`src/rtl/q_episode_sequencer.sv`:
```
// Time-multiplexes N_EPISODES Q-learning episodes over one shared action-select, Q-update and maze-trial unit.
// Define Q_SEQ_WATCHDOG_EN to add a 255-cycle per-handshake timeout that parks the FSM in FAULT.
module q_episode_sequencer #(
  parameter int N_EPISODES = 11,
  parameter int MAX_STEPS  = 36,
  localparam int EW = $clog2(N_EPISODES + 1),
  localparam int SW = $clog2(MAX_STEPS + 1)
) (
  input  logic          clk,
  input  logic          rst,
  input  logic          init_done,
  input  logic [5:0]    start_state,
  input  logic [5:0]    target_state,
  output logic          maxq_start,
  output logic [5:0]    maxq_state,
  input  logic          maxq_done,
  input  logic [1:0]    maxq_action,
  output logic          upd_start,
  output logic [5:0]    upd_state,
  output logic [1:0]    upd_action,
  input  logic          upd_done,
  output logic          trial_start,
  output logic [5:0]    trial_state,
  output logic [1:0]    trial_action,
  input  logic          trial_done,
  input  logic [5:0]    trial_next,
  output logic [EW-1:0] episode,
  output logic [SW-1:0] step,
  output logic          busy,
  output logic          learn_done,
  output logic          fault
);

  typedef enum logic [2:0] {
    IDLE, EP_CHECK, MAXQ, UPDATE, TRIAL, STEP_END, DONE, FAULT
  } state_t;

  localparam logic [EW-1:0] EP_MAX   = EW'(N_EPISODES);
  localparam logic [SW-1:0] STEP_MAX = SW'(MAX_STEPS);

  state_t      state, nxt;
  logic [5:0]  cur_state;
  logic [1:0]  act;
  logic        fresh;  // first cycle in a wait state: start pulse out, done ignored
  logic        maxq_acc, upd_acc, trial_acc, ep_end, enter_wait, wd_expired;

  assign maxq_acc   = (state == MAXQ)   && !fresh && maxq_done;
  assign upd_acc    = (state == UPDATE) && !fresh && upd_done;
  assign trial_acc  = (state == TRIAL)  && !fresh && trial_done;
  assign ep_end     = (cur_state == target_state) || (step == STEP_MAX);
  assign enter_wait = (nxt != state) && (nxt inside {MAXQ, UPDATE, TRIAL});

`ifdef Q_SEQ_WATCHDOG_EN
  logic [7:0] wdog;
  assign wd_expired = (wdog == 8'hFF);

  always_ff @(posedge clk or posedge rst) begin
    if (rst)
      wdog <= '0;
    else if (enter_wait)
      wdog <= '0;
    else if (state inside {MAXQ, UPDATE, TRIAL})
      wdog <= wdog + 8'd1;
  end
`else
  assign wd_expired = 1'b0;
`endif

  always_ff @(posedge clk or posedge rst) begin
    if (rst) state <= IDLE;
    else     state <= nxt;
  end

  always_comb begin
    nxt = state;
    case (state)
      IDLE:     if (init_done) nxt = EP_CHECK;
      EP_CHECK: if (episode == EP_MAX) nxt = DONE;
                else if (cur_state != target_state) nxt = MAXQ;
      MAXQ:     if (maxq_acc) nxt = UPDATE;
                else if (wd_expired) nxt = FAULT;
      UPDATE:   if (upd_acc) nxt = TRIAL;
                else if (wd_expired) nxt = FAULT;
      TRIAL:    if (trial_acc) nxt = STEP_END;
                else if (wd_expired) nxt = FAULT;
      STEP_END: nxt = ep_end ? EP_CHECK : MAXQ;
      DONE:     nxt = DONE;
      FAULT:    nxt = FAULT;
      default:  nxt = IDLE;
    endcase
  end

  always_comb begin
    maxq_start  = (state == MAXQ)   && fresh;
    upd_start   = (state == UPDATE) && fresh;
    trial_start = (state == TRIAL)  && fresh;
    busy        = !(state inside {IDLE, DONE, FAULT});
    learn_done  = (state == DONE);
`ifdef Q_SEQ_WATCHDOG_EN
    fault       = (state == FAULT);
`else
    fault       = 1'b0;
`endif
  end

  // Counters saturate so their widths never wrap, even if a guard is bypassed.
  always_ff @(posedge clk or posedge rst) begin
    if (rst) begin
      fresh     <= 1'b0;
      cur_state <= '0;
      act       <= '0;
      episode   <= '0;
      step      <= '0;
    end else begin
      fresh <= enter_wait;
      case (state)
        IDLE:
          if (init_done) cur_state <= start_state;
        EP_CHECK:
          if (episode != EP_MAX && cur_state == target_state) begin
            episode   <= episode + EW'(1);
            cur_state <= start_state;
          end
        MAXQ:
          if (maxq_acc) act <= maxq_action;
        TRIAL:
          if (trial_acc) begin
            cur_state <= trial_next;
            if (step != STEP_MAX) step <= step + SW'(1);
          end
        STEP_END:
          if (ep_end) begin
            if (episode != EP_MAX) episode <= episode + EW'(1);
            step      <= '0;
            cur_state <= start_state;
          end
        default: ;
      endcase
    end
  end

  assign maxq_state   = cur_state;
  assign upd_state    = cur_state;
  assign trial_state  = cur_state;
  assign upd_action   = act;
  assign trial_action = act;

endmodule

```
`config.mk`:
```
export PLATFORM = sky130hd
export DESIGN_NAME = q_episode_sequencer
export DESIGN_NICKNAME = d
export VERILOG_FILES = /design/src/rtl/q_episode_sequencer.sv
export SDC_FILE = /design/constraint.sdc
export NUM_CORES = 1
export LEC_CHECK = 0
export ABC_AREA = 1
export CAP_MARGIN = 10
export CELL_PAD_IN_SITES_DETAIL_PLACEMENT = 0
export CELL_PAD_IN_SITES_GLOBAL_PLACEMENT = 1
export CORE_MARGIN = 4
export CORE_UTILIZATION = 33
export CTS_CLUSTER_SIZE = 24
export DETAILED_ROUTE_END_ITERATION = 6
export PLACE_DENSITY_LB_ADDON = 0.1
export SLEW_MARGIN = 20
export SYNTH_ARGS = -nofsm -noshare
export SYNTH_HDL_FRONTEND = slang
export SYNTH_SLANG_ARGS = --single-unit
```
`constraint.sdc`:
```
create_clock -name clk -period 4.5 [get_ports clk]
set_input_delay 0.675 -clock clk [delete_from_list [all_inputs] [get_ports clk]]
set_output_delay 0.675 -clock clk [all_outputs]
set_load 0.1 [all_outputs]
```
==> metrics list <==
* Result of the run: complete, no violations
- Across the run, the number of max-cap violations was 0.
- Flip-flop and latch area: 550.5 sq um
- The post-route netlist has 14.74% of its cells at a drive strength greater than 1.
- Post-CTS repair timing setup buffer count: 0
* Required @ worst endpoint: 3830 ps
- For this run, the number of Yosys warnings is 0.
- For the final routed database, the setup TNS stands at 0 ps.
- NumNets Final: 281
* Fill cell instance count of the final layout: 493
- The worst setup path is captured at an output pin.
* Net count after synthesis: 231
- The critical path in this run is classified as flop to output pin.
- The cell area that synthesis handed to floorplanning was 1607 sq um.
- Counting the buffers created by CTS gives 3.
* Number of hold buffers added after cts: 0
* Vias in the first global route: 1363
- Total I/O pin count: 64
- The pre-antenna-repair detailed-routing pass consisted of 4 iterations.
- Average size of a mapped cell: 7.953 sq um
- The routed design could run at a clock period as short as 3060 ps.
* Number of failing hold endpoints at the final stage: 0
* Maximum level of the CTS H-tree: 1
- Sequential share of the synthesized area: 34.27%
- All-Layer GR Usage: 12.92%
- Dividing the detail-routed wire length by the instance count gives 11.85 um.
- N_diodes: 0
- Number of max-slew violations in the final report: 0
- Cell at the root of the clock tree: sky130_fd_sc_hd__clkbuf_8
* Unrepaired setup endpoints after global routing: no
- Sum of net half-perimeters after detailed placement: 2916 um
* ANT nets after route: 0
- STA classifies the critical path startpoint as a flop.
- Post-synth ARST share: 100.0%
* Via count: 1394
- In the finished design, the share of the clock period the worst path needs comes to 68.00%.
- At the pin with the least slew margin, the transition time is 977.8 ps.
* Area enclosed by the die boundary: 6049 sq um
* Final routed wirelength across all metal layers: 3769 um
* Path category of the worst min-delay check: flop to flop
- CTS saw 22 sinks.
* DRC violations left: 0
- The initial antenna violation count came to 0.
- Once the floorplan was initialized, standard cells occupied 34.01% of the core.
- Top fanout value on the critical path: 10
- Based on the critical path, the design can be clocked at up to 326.8 MHz.
- Clock Skew: 3.430 ps
- The worst register-to-register path has a depth of 10.
* Initial DRC Count: 45
* Average vias per placed instance: 4.384
- Register bit count reported by yosys: 22
- Entering global routing, the biggest net connects 23 pins.
- CP Buf/Inv Count: 1
- For this run, the leading register cell type out of synthesis is sky130_fd_sc_hd__dfrtp_1.
- On the critical path, the stage with the largest delay is an instance of sky130_fd_sc_hd__clkdlybuf4s50_1.
* Number of I/O port buffers: 62
- At the later pin of the worst-skew pair, clock insertion delay measures 260 ps.
* Clock slew seen by the registers of the worst setup and hold paths: 80 ps
* Crit path max-delay family: buffers and inverters
* Worst path cell trace: nor2_4, nand2_4, nor2_1, clkdlybuf4s50_1
- From bottom edge to top edge, the die measures 77.78 um.
- Measured against its own limit, the worst slew margin works out to 34.61%.
- From left edge to right edge, the die measures 77.78 um.
- Counting buffers and inverters, the worst setup path is 4 cells deep.
- Synthesis-to-layout area growth: 38.86%
* Bufs on Longest Clock Path: 2
- Instance count along the most critical hold path: 2
- Row Count: 25
- CP peak stage delay: 1150 ps
- The synthesized design contains 0 enable-type register cells.
- TritonCTS built the clock tree.
* Setup-failing EPs final: 0
- Number of cells produced by synthesis: 202
- After clock tree synthesis, the repair step resized 0 gates.
- Footprint of the multi-input gates: 803.3 sq um
- Routability-driven placement finished with a final weighted congestion of 0.7454.
* Global-route wire length before repair: 6382 um
* Overflow left after global routing: 0
* Arrival time worst endpoint: 2380 ps
* Core box area: 4723 sq um
- Counting distinct cell types in the post-synthesis netlist gives 30.
## worst paths after layout
| kind | startpoint | end | slack (ps) |
|---|---|---|---|
| setup / recovery | state[0] | trial_start | 1440 |
| min in group asynchronous | rst | maxq_state[2] | 900 |
| max in group asynchronous | rst | state[1] | 3050 |
| hold / removal | episode[1] | episode[1] | 550 |
| setup reg to reg | episode[0] | maxq_state[2] | 2320 |
| hold reg to reg | episode[1] | episode[1] | 550 |
## kinds of logic after synthesis
group | count (synthesis) | share of synthesized area (%)
simple gates | 100 | 32.32
buf+inv | 47 | 15.73
flops | 22 | 34.27
compound gates | 16 | 6.775
mux | 8 | 5.608
xor+xnor | 5 | 2.726
fa+ha+maj | 3 | 2.337
other cells | 1 | 0.2334
## through the flow
step / setup WS (ps) / hold WS (ps) / utilization (%) / area (sq um) / cells
finish: 1440 / 545.3 / 47.23 / 2231 / 318
global route: 1337 / 572.6 / 47.23 / 2231 / 318
CTS: 1439 / 545.7 / 47.23 / 2231 / 318
detailed placement: 1607 / 520.8 / 46.07 / 2176 / 314
global placement: 1621 / 520.8 / 46.07 / 2176 / 314
floorplan: 403.0 / 656.5 / - / 1607 / 202
## cells in the mapped netlist (3+ instances only)
cell	number	area share, %
sky130_fd_sc_hd__buf_4	15	7.0
sky130_fd_sc_hd__dfrtp_1	22	34
sky130_fd_sc_hd__ha_1	3	2.3
sky130_fd_sc_hd__inv_1	27	6.3
sky130_fd_sc_hd__mux2_2	8	5.6
sky130_fd_sc_hd__nand2_1	47	11
sky130_fd_sc_hd__nand2_4	4	2.8
sky130_fd_sc_hd__nand3_1	12	3.7
sky130_fd_sc_hd__nand4_1	6	2.3
sky130_fd_sc_hd__nor2_1	15	3.5
sky130_fd_sc_hd__nor2_4	3	2.1
sky130_fd_sc_hd__o21ai_0	7	2.2
sky130_fd_sc_hd__o21ai_2	7	3.8
sky130_fd_sc_hd__xor2_1	3	1.6
## layout make-up
type	count	share of cell area [%]
Inverter	30	5.272
Multi-Input combinational cell	133	36.01
Sequential cell	22	24.68
Clock buffer	4	2.468
Tap cell	67	3.758
Timing Repair Buffer	62	27.82
## tightest hold or removal path, delay by kind of cell, from the launching register on
kind / cells / cell delay (ps)
flops: 1 / 400
simple gates: 2 / 120
## metal layers
metal,up-vias,GRT usage [%],wire (um)
met3,4,2.900,271
met4,0,3.203,29
met1,617,18.22,1888
met5,-,0,0
met2,52,19.86,1580
li1,721,-,-
## registers in the layout, summed over array words and instances (netlist names)
signal and cells:
trial_action 2, episode 4, step 6, maxq_state 6
fresh 1, state 3
## layout by cell type (no fill, tap or decap), drive strengths merged
cell,n
o21ai,14
nand3,13
conb,1
clkdlybuf4s50,62
ha,3
clkbuf,4
nand3b,1
nand2,53
nor4,1
nor2,20
nor3b,1
inv,30
nor3,5
a21oi,1
dfrtp,22
xnor2,2
o31ai,1
nand4,6
xor2,3
mux2,8
Power is left out: the tool's default activity adds up to more than one toggle a clock period on the data nets, which glitch-free logic cannot reach.
==> variant: new RTL, same flow settings <==
Build with the macro `Q_SEQ_WATCHDOG_EN` defined.
--- a/src/rtl/q_episode_sequencer.sv
+++ b/src/rtl/q_episode_sequencer.sv
@@ -1,4 +1,6 @@
 // Time-multiplexes N_EPISODES Q-learning episodes over one shared action-select, Q-update and maze-trial unit.
 // Define Q_SEQ_WATCHDOG_EN to add a 255-cycle per-handshake timeout that parks the FSM in FAULT.
+`define Q_SEQ_WATCHDOG_EN
+
 module q_episode_sequencer #(
   parameter int N_EPISODES = 11,
Behaviour: same outputs for any inputs over 10 cycles, from zero or initial values and one cycle with rst high; that may be too few to reach the edited logic, so the function may still have changed.
==> variant against the unedited design <==
Synthesized area rose by 26%; routed wire length grew 29%; critical path type unchanged; synthesized cell count grew 31%; sequential cell count is 8 higher; design area is 21% higher; worst setup slack got worse by 0.42 ns; die area increased by 23%.
Power is left out: it rests on default switching activity, and per cell area and clock period it moved more than threefold.
==> variant: results (changes against the unedited design) <==
[layout]
largest-register = wdog
nNetsFinal = 346  ; was 281
drive_gt1_share_pct = 10.09  ; was 14.74%
fin_cells = 392  ; was 318
fillers = 606  ; was 493

[grt]
antenna_found_initial = 0  ; unchanged
grt_pass1_wl_um = 8625  ; was 6382 µm
first_global_vias = 1872  ; was 1,363
track_usage_pct = 14.57  ; was 12.92%
grt_util_met1_pct = 18.47  ; was 18.22%
use_met2_pct = 23.48  ; was 19.86%
grt_max_degree = 31  ; was 23
use_met3_pct = 4.087  ; was 2.900%

[clock_tree]
cts_buffers = 5  ; was 3
insertion_delay_ns = 0.29  ; was 0.26 ns
htreeDepth = 2  ; was 1
post_cts_buffers = 0  ; unchanged

[min_path]
worstHoldStart = episode[3]$_DFFE_PP0P_  ; was episode[1]$_DFFE_PP0P_
min_to = episode[3]$_DFFE_PP0P_  ; was episode[1]$_DFFE_PP0P_
whs_path_depth = 1  ; was 2

[logic_synthesis]
synth_area_per_cell_um2 = 7.664  ; was 7.953 µm²
synth_adder_area_share_pct = 2.474  ; was 2.336%
synth_area_leaders = dfrtp_1 (37%), nand2_1 (10%), inv_1 (7.1%)  ; was dfrtp_1 (34%), nand2_1 (11%), buf_4 (7.0%)
synth.distinct_cells = 32  ; was 30
syn-num-nets = 294  ; was 231
yosysWarnings = 0  ; unchanged
synth_mux_area_share_pct = 2.165  ; was 5.607%
ys_seq_area_share_pct = 37.11  ; was 34.27%
ys_top_cells_by_count = nand2_1 (55), inv_1 (38), dfrtp_1 (30), nor2_1 (24), nand3_1 (22)  ; was nand2_1 (47), inv_1 (27), dfrtp_1 (22), buf_4 (15), nor2_1 (15)
synth_compound_area_share_pct = 8.905  ; was 6.776%

[sta]
setup_ws_ns = 1.016  ; was 1.440 ns
tightest_slew_ns = 0.9807  ; was 0.9778 ns
finClkSkew_ns = 0.01247  ; was 0.003430 ns

[critical_path]
rr_endpoint = wdog[7]$_DFFE_PP0P_  ; was maxq_state[2]$_DFFE_PP0P_
cp.arrival_ns = 2.81  ; was 2.38 ns
critPathLaunch = state[1]$_DFF_PP0_  ; was state[0]$_DFF_PP0_
r2r_slack_ns = 2.35  ; was 2.32 ns
rr_worst_depth = 10  ; unchanged
critPathMaxFanout = 11  ; was 10

[placement]
place.gp.congestion = 0.8540  ; was 0.7454
place_area_um2 = 2611  ; was 2176 µm²
dpl_worst_slack_ns = 1.303  ; was 1.607 ns
port_buffers = 63  ; was 62
hpwlAfterDp_um = 3747  ; was 2916 µm

[detailed_routing]
wl_met2_um = 2267  ; was 1580 µm
num_vias = 1794  ; was 1,394
met3_length_um = 302  ; was 271 µm
dr.pass1.iters = 6  ; was 4
drt_iter0_markers = 56  ; was 45
m1WireLength_um = 2199  ; was 1888 µm

[run_status]
status = finished, final reports clean  ; unchanged

## variant: cell count changes after synthesis, moves of 5 or more
cell | before | now
nor2_1 | 15 | 24
a31oi_1 | 0 | 6
inv_1 | 27 | 38
nand2_1 | 47 | 55
mux2_2 | 8 | 3
nand3_1 | 12 | 22
xor2_1 | 3 | 8
a21oi_1 | 1 | 11
dfrtp_1 | 22 | 30
## variant: cell type report
cell class,count,area share [%]
repair buffers,64,23.58
well taps,75,3.467
multi-input cells,175,36.06
clock buffers,6,3.051
clock inverters,2,0.4623
inverters,40,5.640
flip-flops and latches,30,27.74
## variant: through the flow
| step | util (%) | hold slack (ns) |
|---|---|---|
| 4_1_cts | 45.71 | 0.5276 |
| 5_1_grt | 45.71 | 0.5463 |
| 6_report | 45.71 | 0.5088 |
| 2_1_floorplan | - | 0.5222 |
| 3_5_place_dp | 44.10 | 0.5169 |
| 3_3_place_gp | 44.10 | 0.5046 |
